### config.mk
export PLATFORM = sky130hd
export DESIGN_NAME = savemod_fifo_responder_flat
export DESIGN_NICKNAME = d
export VERILOG_FILES = /design/src/rtl/savemod_fifo_pkg.sv /design/src/rtl/savemod_fifo_responder_if.sv /design/src/rtl/savemod_fifo_ram.sv /design/src/rtl/savemod_fifo_responder.sv /design/src/flat_wrapper.sv
export SDC_FILE = /design/constraint.sdc
export NUM_CORES = 1
export LEC_CHECK = 0
export ABC_AREA = 0
export CORE_ASPECT_RATIO = 0.8
export CORE_MARGIN = 5
export CORE_UTILIZATION = 45
export CTS_CLUSTER_DIAMETER = 150
export DETAILED_ROUTE_END_ITERATION = 16
export PLACE_DENSITY = 0.7
export SETUP_SLACK_MARGIN = 0.15
export SLEW_MARGIN = 20
export SYNTH_ARGS = -nofsm -noshare
export SYNTH_HDL_FRONTEND = slang
export SYNTH_SLANG_ARGS = --single-unit
### constraint.sdc
create_clock -name clock -period 6.9 [get_ports clock]
set_input_delay 1.38 -clock clock [delete_from_list [all_inputs] [get_ports clock]]
set_output_delay 1.38 -clock clock [all_outputs]
set_load 0.01 [all_outputs]
### src/rtl/savemod_fifo_pkg.sv
// Shared constants and helpers for the enable/tag FIFO responder.
// Bit indices for the iEn, oTag and oErr fields.
package savemod_fifo_pkg;

   localparam int TAG_FULL  = 1;
   localparam int TAG_EMPTY = 0;
   localparam int EN_WR     = 1;
   localparam int EN_RD     = 0;
   localparam int ERR_OVF   = 1;
   localparam int ERR_UDF   = 0;

   function automatic int clog2(input int v);
      int r;
      r = 0;
      while ((1 << r) < v) r++;
      return r;
   endfunction

endpackage

### src/rtl/savemod_fifo_responder_if.sv
// Enable/tag FIFO handshake bundle between initiator and responder.
// master = initiator side, slave = storage responder side.
interface savemod_fifo_if
   import savemod_fifo_pkg::*;
#(
   parameter int DW    = 4,
   parameter int DEPTH = 4
);
   localparam int AW = clog2(DEPTH);

   logic [1:0]    iEn;
   logic [DW-1:0] iData;
   logic [DW-1:0] oData;
   logic [1:0]    oTag;
   logic [AW:0]   oCount;
   logic [1:0]    oErr;

   modport master (
      output iEn, iData,
      input  oData, oTag, oCount, oErr
   );

   modport slave (
      input  iEn, iData,
      output oData, oTag, oCount, oErr
   );

endinterface

### src/rtl/savemod_fifo_ram.sv
// Simple dual-port DEPTH x DW storage array.
// Synchronous write, asynchronous read; contents are never reset.
module savemod_fifo_ram #(
   parameter int DW    = 4,
   parameter int DEPTH = 4,
   parameter int AW    = 2
) (
   input  logic          clock,
   input  logic          we,
   input  logic [AW-1:0] waddr,
   input  logic [DW-1:0] wdata,
   input  logic [AW-1:0] raddr,
   output logic [DW-1:0] rdata
);

   logic [DW-1:0] mem [DEPTH];

   always_ff @(posedge clock) begin
      if (we) mem[waddr] <= wdata;
   end

   assign rdata = mem[raddr];

endmodule

### src/rtl/savemod_fifo_responder.sv
// Storage-side responder for the enable/tag FIFO handshake.
// Define SAVEMOD_FIFO_FWFT_EN for first-word-fall-through read data.
module savemod_fifo_responder
   import savemod_fifo_pkg::*;
#(
   parameter int DW    = 4,
   parameter int DEPTH = 4
) (
   input logic         clock,
   input logic         reset,
   savemod_fifo_if.slave bus
);

   localparam int AW = clog2(DEPTH);

   logic [AW:0]   wp_q, wp_d;
   logic [AW:0]   rp_q, rp_d;
   logic [AW:0]   count_q, count_d;
   logic [1:0]    tag_q, tag_d;
   logic [1:0]    err_q, err_d;
   logic [DW-1:0] rd_data;
   logic          full, empty;
   logic          wr_req, rd_req;
   logic          wr_acc, rd_acc;

   always_comb begin
      full    = (wp_q[AW] != rp_q[AW]) &&
                (wp_q[AW-1:0] == rp_q[AW-1:0]);
      empty   = (wp_q == rp_q);
      wr_req  = bus.iEn[EN_WR];
      rd_req  = bus.iEn[EN_RD];
      rd_acc  = rd_req && !empty;
      // a read on a full FIFO frees the slot the write lands in
      wr_acc  = wr_req && (!full || rd_acc);
      wp_d    = wp_q + {{AW{1'b0}}, wr_acc};
      rp_d    = rp_q + {{AW{1'b0}}, rd_acc};
      count_d = wp_d - rp_d;
      tag_d   = '0;
      tag_d[TAG_FULL]  = (wp_d[AW] != rp_d[AW]) &&
                         (wp_d[AW-1:0] == rp_d[AW-1:0]);
      tag_d[TAG_EMPTY] = (wp_d == rp_d);
      err_d   = err_q;
      if (wr_req && !wr_acc) err_d[ERR_OVF] = 1'b1;
      if (rd_req && !rd_acc) err_d[ERR_UDF] = 1'b1;
   end

   savemod_fifo_ram #(
      .DW    (DW),
      .DEPTH (DEPTH),
      .AW    (AW)
   ) u_ram (
      .clock (clock),
      .we    (wr_acc && reset),
      .waddr (wp_q[AW-1:0]),
      .wdata (bus.iData),
      .raddr (rp_q[AW-1:0]),
      .rdata (rd_data)
   );

   always_ff @(posedge clock or negedge reset) begin
      if (!reset) begin
         wp_q    <= '0;
         rp_q    <= '0;
         count_q <= '0;
         tag_q   <= 2'b01;
         err_q   <= 2'b00;
      end else begin
         wp_q    <= wp_d;
         rp_q    <= rp_d;
         count_q <= count_d;
         tag_q   <= tag_d;
         err_q   <= err_d;
      end
   end

`ifdef SAVEMOD_FIFO_FWFT_EN
   logic [DW-1:0] hold_q, hold_d;

   // remember the last presented word so it stays visible when empty
   always_comb hold_d = empty ? hold_q : rd_data;

   always_ff @(posedge clock or negedge reset) begin
      if (!reset) hold_q <= '0;
      else        hold_q <= hold_d;
   end

   assign bus.oData = empty ? hold_q : rd_data;
`else
   logic [DW-1:0] data_q, data_d;

   always_comb data_d = rd_acc ? rd_data : data_q;

   always_ff @(posedge clock or negedge reset) begin
      if (!reset) data_q <= '0;
      else        data_q <= data_d;
   end

   assign bus.oData = data_q;
`endif

   assign bus.oTag   = tag_q;
   assign bus.oCount = count_q;
   assign bus.oErr   = err_q;

endmodule
### src/flat_wrapper.sv
// flat-port wrapper written by rule: the top's interface ports become plain ports
module savemod_fifo_responder_flat import savemod_fifo_pkg::*;
#(
   parameter int DW    = 4,
   parameter int DEPTH = 4
)
  (clock, reset, bus_iEn, bus_iData, bus_oData, bus_oTag, bus_oCount, bus_oErr);
  savemod_fifo_if #(.DW(DW), .DEPTH(DEPTH)) bus_i ();
  input logic clock;
  input logic reset;
  input wire logic [$bits(bus_i.iEn)-1:0] bus_iEn;
  input wire logic [$bits(bus_i.iData)-1:0] bus_iData;
  output wire logic [$bits(bus_i.oData)-1:0] bus_oData;
  output wire logic [$bits(bus_i.oTag)-1:0] bus_oTag;
  output wire logic [$bits(bus_i.oCount)-1:0] bus_oCount;
  output wire logic [$bits(bus_i.oErr)-1:0] bus_oErr;
  assign bus_i.iEn = bus_iEn;
  assign bus_i.iData = bus_iData;
  assign bus_oData = bus_i.oData;
  assign bus_oTag = bus_i.oTag;
  assign bus_oCount = bus_i.oCount;
  assign bus_oErr = bus_i.oErr;
  savemod_fifo_responder #(.DW(DW), .DEPTH(DEPTH)) u_core (.clock(clock), .reset(reset), .bus(bus_i));
endmodule
# Word-level counts from Yosys, hierarchy flattened
# Memories as Yosys holds them, arrays and structs flattened. A register that Yosys moved wholly into a read port is not among the register bits.
# Cells that the tools add are included.
# W data, S select, Z words.
classes:
  n_bitwise: 0
  n_mux: 2
  div: 0
  shifts: 0
  eq_ne: 6
  n_reduce_logical: 13
  n_lt_le_gt_ge: 0
  multipliers: 0
  n_addsub: 3
ops:
  columns: ["operator", "n"]
  rows:
  - ["$logic_and A1 B1 Y1", 7]
  - ["$add A3 B1 Y3", 2]
  - ["$eq A3 B3 Y1", 2]
  - ["$logic_not A1 Y1", 5]
  - ["$eq A2 B2 Y1", 2]
  - ["$sub A3 B3 Y3", 1]
  - ["$mux W1", 2]
  - ["$ne A1 B1 Y1", 2]
  - ["$logic_or A1 B1 Y1", 1]
word_totals:
  output_inout_bits: 11
  mem_bits_rw: 16
  reg_bits: 13
  mem_bits_ro: 0
  word_cells: 31
  mem_count: 1
  input_bits: 8
  latch_bits: 0
mem_list:
  columns: ["memory", "depth", "width", "rd", "rd_clocked_by_memory_dff", "write_ports", "line", "source"]
  rows:
  - ["u_core.u_ram.mem", 4, 4, 1, 1, 1, "savemod_fifo_ram.sv:16", "logic [DW-1:0] mem [DEPTH];"]

# Longest topological paths before layout
# Gate-level depths: netlist (run 1).
depth:
  ltp_word: 8
  mapped_depth: 10
  ltp_nobuf: 9

# By module
# From an unflattened synthesis (run 1), not the netlist that was laid out.
unflattened:
  hier_cells: 77
  hier_area_um2: 1375.1
by_module_without_submodules:
  columns: ["module", "n_inst", "cells_each", "area_each_um2"]
  rows:
  - ["savemod_fifo_responder", 1, 53, 758.2]
  - ["savemod_fifo_ram", 1, 24, 616.8]

# Worst setup path after synthesis (run 1)
# No wires, ideal clock.
synth_timing:
  path_kind: "in2reg"
  start: "input port bus_iEn[0]"
  end: "register u_core.count_q[2] (netlist: u_core.bus.oCount[2])"
  required_time_ns: 6.774
  setup_time_ns: 0.126
  path_buffers: 0
  arrival_ns: 2.884
  cell_stages: 6
  path_slack_ns: 3.890
  path_cell_list: "nor4_1 nor2b_1 ha_1 ha_1 fa_1 xnor2_1"
synth_via:
  elab_chain_cells: 5
  word_cells_on_any_way: 6
  cone_classes: "3 x add/sub; 3 x reduce/logical"
synth_lines:
  columns: ["element", "line", "source"]
  rows:
  - ["start: declaration", "flat_wrapper.sv:11", "input wire logic [$bits(bus_i.iEn)-1:0] bus_iEn;"]
  - ["$logic_and A1 B1 Y1", "savemod_fifo_responder.sv:32", "rd_acc = rd_req && !empty;"]
  - ["$logic_or A1 B1 Y1", "savemod_fifo_responder.sv:34", "wr_acc = wr_req && (!full || rd_acc);"]
  - ["$logic_and A1 B1 Y1", "savemod_fifo_responder.sv:34", null]
  - ["$add A3 B1 Y3", "savemod_fifo_responder.sv:35", "wp_d = wp_q + {{AW{1'b0}}, wr_acc};"]
  - ["named net u_core.wp_d[1]", "savemod_fifo_responder.sv:16", "logic [AW:0] wp_q, wp_d;"]
  - ["$sub A3 B3 Y3", "savemod_fifo_responder.sv:37", "count_d = wp_d - rp_d;"]
  - ["named net u_core.count_d[2]", "savemod_fifo_responder.sv:18", "logic [AW:0] count_q, count_d;"]
  - ["end signal: assignment", "savemod_fifo_responder.sv:70", "count_q <= count_d;"]
  - ["end: declaration", "savemod_fifo_responder.sv:18", null]
# The timed path passes the listed nets, and every way through them passes these cells.
# A chain may end at the register's enable or synchronous reset.

# Final worst setup path (run 1)
# Ends and elaborated chain as after synthesis.

==> metrics.md, run 1 <==
| Metric | Value |
|---|---|
| Outcome | `complete, no violations` |
| Vias in the first global route | `749` |
| CTS clock-pin slew for the worst setup and hold paths | `0.06 ns` |
| Setup ws final | `3.434 ns` |
| Worst Setup Start Kind | `primary input` |
| Clk_skew | `0.002957 ns` |
| Crit. End Element | `register` |
| H-Tree Depth | `2` |
| #FFs+latches synth | `33` |
| Syn Area/Cell | `17.92 um^2` |
| Share of layout cells above drive strength 1 | `14.71%` |
| Area leader, netlist | `edfxtp_1` |
| CTS tree | `yes` |
| Drc violations | `0` |
| Hold Path Class | `register to register` |
| Most frequent cells in the layout | `18 x clkdlybuf4s50_1, 16 x dfrtp_1, 16 x edfxtp_1, 6 x ha_1, 6 x clkbuf_8` |
| Max-cap violations | `0` |
| Gr usage total | `12.78%` |
| Final Cell Area | `1690 um^2` |
| Crit path kind | `primary input to register` |
| Critical Path RT | `7.09 ns` |
| Die W | `71.92 um` |
| # rows | `18` |
| Max Fclk | `288.5 MHz` |
| Avg Vias per Cell | `4.937` |
| Largest net degree at the start of global routing | `19` |
| RSZ-0062 raised after global routing | `no` |
| Routed WL | `2.233 mm` |
| Initial antenna violation count | `0` |
| CP arrival | `3.66 ns` |
| Cts hold-fix bufs | `0` |
| Worst-case vdd ir drop | `0.1666 mV` |
| Slew HR | `47.83%` |
| Pwr dens | `474.0 nW/um^2` |
| Max Buffers Root-to-Sink | `2` |
| Nets@finish | `116` |
| Clk_lat worst skew | `0.28 ns` |
| Inserted Diodes | `0` |
| Crit path max fanout | `4` |
| Fin util | `56.01%` |
| Global-route wire length before repair | `3.815 mm` |
| CTS root buf | `clkbuf_8` |
| Die Area | `4281 um^2` |
| Final Hold Vio Count | `0` |
| Worst slack at placement | `3.112 ns` |
| Resize count post-CTS | `0` |
| Pleak | `0.6679 nW` |
| Total core area | `3018 um^2` |
| Postcts setup bufs | `0` |
| CTS buffer count | `5` |
| Overflow after GRT | `0` |
| Initial Util | `45.73%` |
| Worst-margin pin slew | `0.7801 ns` |
| Number of iterations in the first detailed-routing pass | `4` |
| Top cells by area, synth | `edfxtp_1 35%, dfrtp_1 29%, mux4_1 7.6%, ha_1 5.4%, mux2_2 3.3%` |
| # setup viols final | `0` |
| RePlAce Congestion | `0.7166` |
| Initial DRC count | `28` |
| DIE HEIGHT | `59.53 um` |
| Commonest non-fill, non-tap cell in the layout | `clkdlybuf4s50_1` |
| Period utilization | `50.23%` |
| Sum Neg Setup Slack | `0 ns` |
| Cells after synthesis | `77` |
| # clock sinks | `33` |
| Routed via count | `701` |
| ANT nets after route | `0` |
| Synth top area share | `34.81%` |
| WL per Instance | `15.73 um` |
| Syn Nets | `92` |
| Min Tclk post-route | `3.466 ns` |
| HPWL after DPL | `1.752 mm` |
| Library cells used by synthesis | `23` |
| Area grow syn2layout | `22.48%` |
| Port Buffers | `18` |
| # IOs | `19` |
| Post-Syn Area | `1380 um^2` |
| Slew Viols, Final | `0` |
| Seq/Total Area, Yosys | `65.73%` |
| Synth Warn # | `0` |
| Area after DPL | `1599 um^2` |
==> synth_stat cells (all sizes together) <==
library cell / n
a21o: 2
nor2b: 2
mux4: 4
xor2: 6
o31ai: 1
o41ai: 1
dfstp: 1
edfxtp: 16
nor4: 1
nor3: 2
ha: 6
xnor2: 2
inv: 5
nand2: 1
dfrtp: 16
and4b: 1
and2: 1
mux2: 4
buf: 1
fa: 1
nor3b: 2
nor2: 1
==> sequential cells by signal (all words and copies together), names as in the netlist <==
register	count
u_core.u_ram.mem	16
u_core.bus.oData	4
u_core.bus.oCount	3
u_core.rp_q	3
u_core.wp_q	3
u_core.bus.oErr	2
u_core.bus.oTag	2
==> cell families (layout without fill, tap and decap cells) <==
kind of cell | Yosys count | count (layout) | share of synthesized area, %
simple gates | 11 | 11 | 4.895
buf+inv | 6 | 31 | 2.176
compound gates | 4 | 4 | 3.264
fa+ha+maj | 7 | 7 | 6.890
mux | 8 | 8 | 10.88
flops | 33 | 33 | 65.73
xor+xnor | 8 | 8 | 6.165
==> cell type report <==
cell class	count	area, um^2
timing repair buffer	18	180.2
multi-input combinational	38	442.9
clock buffer	6	82.58
clock inverter	2	8.758
inverter	5	18.77
fill	234	1328
sequential	33	907.1
tap	40	50.05
==> where the power goes <==
group | switching [mW] | internal (mW) | leakage [nW] | total (mW)
clock network | 0.0648 | 0.0789 | 0.0486 | 0.144
registers | 0.0517 | 0.273 | 0.340 | 0.325
logic | 0.162 | 0.170 | 0.279 | 0.333
total | 0.279 | 0.523 | 0.668 | 0.801
==> per-layer routing <==
metal / GRT usage, % / share of wire [%] / vias up
li1: - / - / 332
met1: 15.99 / 46 / 346
met2: 18.72 / 46 / 18
met3: 4.746 / 5.2 / 5
met4: 8.311 / 2.6 / 0
met5: 0 / 0 / -
==> worst paths after layout <==
kind	slack [ns]	depth (start not counted)	to	startpoint
setup / recovery	3.43	7	u_core.bus.oCount[2]$_DFF_PN0_	bus_iEn[0]
hold / removal	0.47	1	u_core.bus.oErr[1]$_DFFE_PN0P_	u_core.bus.oErr[1]$_DFFE_PN0P_
setup reg to reg	4.34	7	u_core.bus.oCount[2]$_DFF_PN0_	u_core.rp_q[1]$_DFF_PN0_
hold reg to reg	0.47	1	u_core.bus.oErr[1]$_DFFE_PN0P_	u_core.bus.oErr[1]$_DFFE_PN0P_
max in group asynchronous	4.86	1	u_core.bus.oCount[2]$_DFF_PN0_	reset
min in group asynchronous	1.56	1	u_core.wp_q[1]$_DFF_PN0_	reset
==> critical path, cell delays in order <==
cell and delay, ns:
clkdlybuf4s50_1 0.52, nor4_1 0.48, nor2b_1 0.09, ha_1 0.20, ha_1 0.33, fa_1 0.46, xnor2_1 0.20
==> stage by stage <==
stage | total power [mW] | hold WS, ns | instances
CTS | 0.8119 | 0.4765 | 142
floorplan | 0.5468 | 0.4932 | 77
finish | 0.8012 | 0.4709 | 142
global placement | 0.6501 | 0.4368 | 134
global route | 0.8642 | 0.4895 | 142
detailed placement | 0.6680 | 0.4569 | 134
Power figures use the tool's default switching activity.
==> inputs of run 2 (changes only) <==
--- a/config.mk
+++ b/config.mk
@@ -11,7 +11,7 @@
 export CORE_UTILIZATION = 45
 export CTS_CLUSTER_DIAMETER = 150
 export DETAILED_ROUTE_END_ITERATION = 16
-export PLACE_DENSITY = 0.7
+export PLACE_DENSITY = 0.72
 export SETUP_SLACK_MARGIN = 0.15
 export SLEW_MARGIN = 20
 export SYNTH_ARGS = -nofsm -noshare
==> constraint.sdc (replaced) <==
create_clock -name clock -period 2.8 [get_ports clock]
set_input_delay 0.56 -clock clock [delete_from_list [all_inputs] [get_ports clock]]
set_output_delay 0.56 -clock clock [all_outputs]
set_load 0.01 [all_outputs]
==> run 2 against run 1 <==
Net effect: non-clock buffer count is 3 higher; combinational power grew to 2.5 times the previous value; worst setup slack worse by 3.1 ns; power grew to 2.7 times the previous value; clock skew is 0.0054 ns higher; sequential cell count stayed put; sequential power is 140% higher; die area stayed put; via count is 2.0% higher; critical path type is now register to register; largest cell class unchanged; highest routed layer unchanged.
==> metrics.md, run 2 (synthesis results as in run 1) <==
| Metric | Value |
|---|---|
| Reg2reg end | `u_core.bus.oCount[2]$_DFF_PN0_ (unchanged)` |
| Period utilization | `88.45%` |
| Most frequent cells in the layout | `18 x clkdlybuf4s50_1, 16 x dfrtp_1, 16 x edfxtp_1, 6 x ha_1 (was 18 x clkdlybuf4s50_1, 16 x dfrtp_1, 16 x edfxtp_1, 6 x ha_1, 6 x clkbuf_8)` |
| WL per Instance | `15.08 um (was 15.73 um)` |
| RSZ-0062 raised after global routing | `no (unchanged)` |
| Worst r2r src | `u_core.rp_q[0]$_DFF_PN0_ (was u_core.rp_q[1]$_DFF_PN0_)` |
| M1 WL | `904 um (was 1.026 mm)` |
| CP arrival | `2.64 ns (was 3.66 ns)` |
| Gr usage total | `12.09% (was 12.78%)` |
| ANT nets after route | `0 (unchanged)` |
| # IOs | `19 (unchanged)` |
| Total core area | `3018 um^2 (unchanged)` |
| Global-route wire length before repair | `3.650 mm (was 3.815 mm)` |
| Fin util | `58.17% (was 56.01%)` |
| Worst hold endpoint | `u_core.bus.oErr[0]$_DFFE_PN0P_ (was u_core.bus.oErr[1]$_DFFE_PN0P_)` |
| CTS root buf | `clkbuf_8 (unchanged)` |
| CTS tree | `yes (unchanged)` |
| Die Area | `4281 um^2 (unchanged)` |
| Commonest non-fill, non-tap cell in the layout | `clkdlybuf4s50_1 (unchanged)` |
| Pleak | `0.7024 nW (was 0.6679 nW)` |
| Routed via count | `715 (was 701)` |
| Cts hold-fix bufs | `0 (unchanged)` |
| Met3 wire length | `128 um (was 116 um)` |
| Area grow syn2layout | `27.20% (was 22.48%)` |
| HPWL after DPL | `1.722 mm (was 1.752 mm)` |
| Hold Path Class | `register to register (unchanged)` |
| DIE HEIGHT | `59.53 um (unchanged)` |
| # clock sinks | `33 (unchanged)` |
| Filler cells | `249 (was 234)` |
| Initial Util | `45.73% (unchanged)` |
| Critical Path RT | `2.97 ns (was 7.09 ns)` |
| Final Hold Vio Count | `0 (unchanged)` |
| Avg Vias per Cell | `4.931 (was 4.937)` |
| Share of layout cells above drive strength 1 | `18.10% (was 14.71%)` |
| CTS buffer count | `5 (unchanged)` |
| Min Tclk post-route | `2.477 ns` |
| RePlAce Congestion | `0.7401 (was 0.7166)` |
| Met2 wire length | `1.085 mm (was 1.031 mm)` |
| Min-delay src | `u_core.bus.oErr[0]$_DFFE_PN0P_ (was u_core.bus.oErr[1]$_DFFE_PN0P_)` |
| H-Tree Depth | `2 (unchanged)` |
| Inserted Diodes | `0 (unchanged)` |
| Top Layer Used | `met4 (unchanged)` |
| Clk_lat worst skew | `0.28 ns (about the same)` |
| Worst-case vdd ir drop | `0.5539 mV (was 0.1666 mV)` |
| Worst-margin pin slew | `0.6733 ns (was 0.7801 ns)` |
| Max Fclk | `403.8 MHz` |
| Resize count post-CTS | `0 (unchanged)` |
| Vias in the first global route | `787 (was 749)` |
| Clk_skew | `0.008341 ns (was 0.002957 ns)` |
| Slew HR | `54.77% (was 47.83%)` |
| Largest net degree at the start of global routing | `18 (was 19)` |
| R2R Setup Slk | `0.32 ns (was 4.34 ns)` |
| # rows | `18 (unchanged)` |
| Most flop-heavy register | `u_core.u_ram.mem (unchanged)` |
| Port Buffers | `18 (unchanged)` |
| Postcts setup bufs | `0 (unchanged)` |
| Crit. End Element | `register (unchanged)` |
| Initial antenna violation count | `0 (unchanged)` |
| Max reg flops | `16 (unchanged)` |
| Max-cap violations | `0 (unchanged)` |
| Reg2Reg Depth | `7 (unchanged)` |
| Nets@finish | `119 (was 116)` |
| Worst Setup Start Kind | `register (was primary input)` |
| Die W | `71.92 um (unchanged)` |
| Outcome | `complete, no violations (unchanged)` |
| Crit path kind | `register to register (was primary input to register)` |
| Drc violations | `0 (unchanged)` |
| Routed WL | `2.187 mm (was 2.233 mm)` |
| Crit path max fanout | `6 (was 4)` |
| Max Buffers Root-to-Sink | `2 (unchanged)` |
| Overflow after GRT | `0 (unchanged)` |
| CTS clock-pin slew for the worst setup and hold paths | `0.07 ns (was 0.06 ns)` |
| Slew Viols, Final | `0 (unchanged)` |
| # setup viols final | `0 (unchanged)` |
| Number of iterations in the first detailed-routing pass | `4 (unchanged)` |
| Hold path depth | `1 (unchanged)` |
| Pwr dens | `1226 nW/um^2 (was 474.0 nW/um^2)` |
| Sum Neg Setup Slack | `0 ns (unchanged)` |
| Initial DRC count | `27 (was 28)` |
## run 2: cell types whose count changed in the layout (fill, tap and decap cells not counted), sizes merged
cell,previous run,this run
bufinv,0,2
clkbuf,6,5
buf,0,3
clkinv,2,1
## run 2: power by group
group	internal (mW)	switching, mW	leakage (nW)
Combinational	0.436	0.396	0.294
Sequential	0.673	0.123	0.340
Clock	0.353	0.170	0.0681
Total	1.46	0.690	0.702
## run 2: worst max-delay path by stage
stage	start	end	slack, ns	cells after the start
after floorplan	u_core.rp_q[0]$_DFF_PN0_	u_core.bus.oCount[2]$_DFF_PN0_	0.49	8
after global placement	bus_iEn[0]	u_core.bus.oCount[2]$_DFF_PN0_	0.12	7
after detailed placement	bus_iEn[0]	u_core.bus.oCount[2]$_DFF_PN0_	0.04	7
after CTS	u_core.rp_q[0]$_DFF_PN0_	u_core.bus.oCount[2]$_DFF_PN0_	0.30	8
after global routing	u_core.rp_q[0]$_DFF_PN0_	u_core.bus.oCount[2]$_DFF_PN0_	0.20	8
final	u_core.rp_q[0]$_DFF_PN0_	u_core.bus.oCount[2]$_DFF_PN0_	0.32	7
## run 2: through the flow
step | setup WS [ns] | power (mW) | instance area (um^2) | instances | hold WS, ns
after global placement | 0.1237 | 1.615 | 1622 | 137 | 0.4408
final | 0.3234 | 2.152 | 1755 | 145 | 0.4630
after global routing | 0.2020 | 2.298 | 1755 | 145 | 0.4900
after detailed placement | 0.04242 | 1.649 | 1622 | 137 | 0.4460
after CTS | 0.2982 | 2.178 | 1755 | 145 | 0.4655
after floorplan | 0.4912 | 1.347 | 1380 | 77 | 0.2644
## run 2: worst max-delay path: stages (launching register included)
cell and delay (ns):
dfrtp_1 0.50, xor2_2 0.25, nor4_1 0.41, nor2b_1 0.10, ha_1 0.20, ha_1 0.33
fa_1 0.45, xnor2_1 0.13
## run 2: cell type report
cell class	count	area, um^2	area share [%]
Clock buffer	5	68.82	3.920
Multi-Input combinational cell	38	442.9	25.23
Inverter	5	18.77	1.069
Clock inverter	3	65.06	3.706
Tap cell	40	50.05	2.851
Timing Repair Buffer	21	202.7	11.55
Sequential cell	33	907.1	51.68
## run 2: layer usage
metal	GRT usage, %	vias to the layer above
met5	0	-
met4	8.847	0
met3	3.559	8
met2	19.76	18
met1	13.59	355
li1	-	334
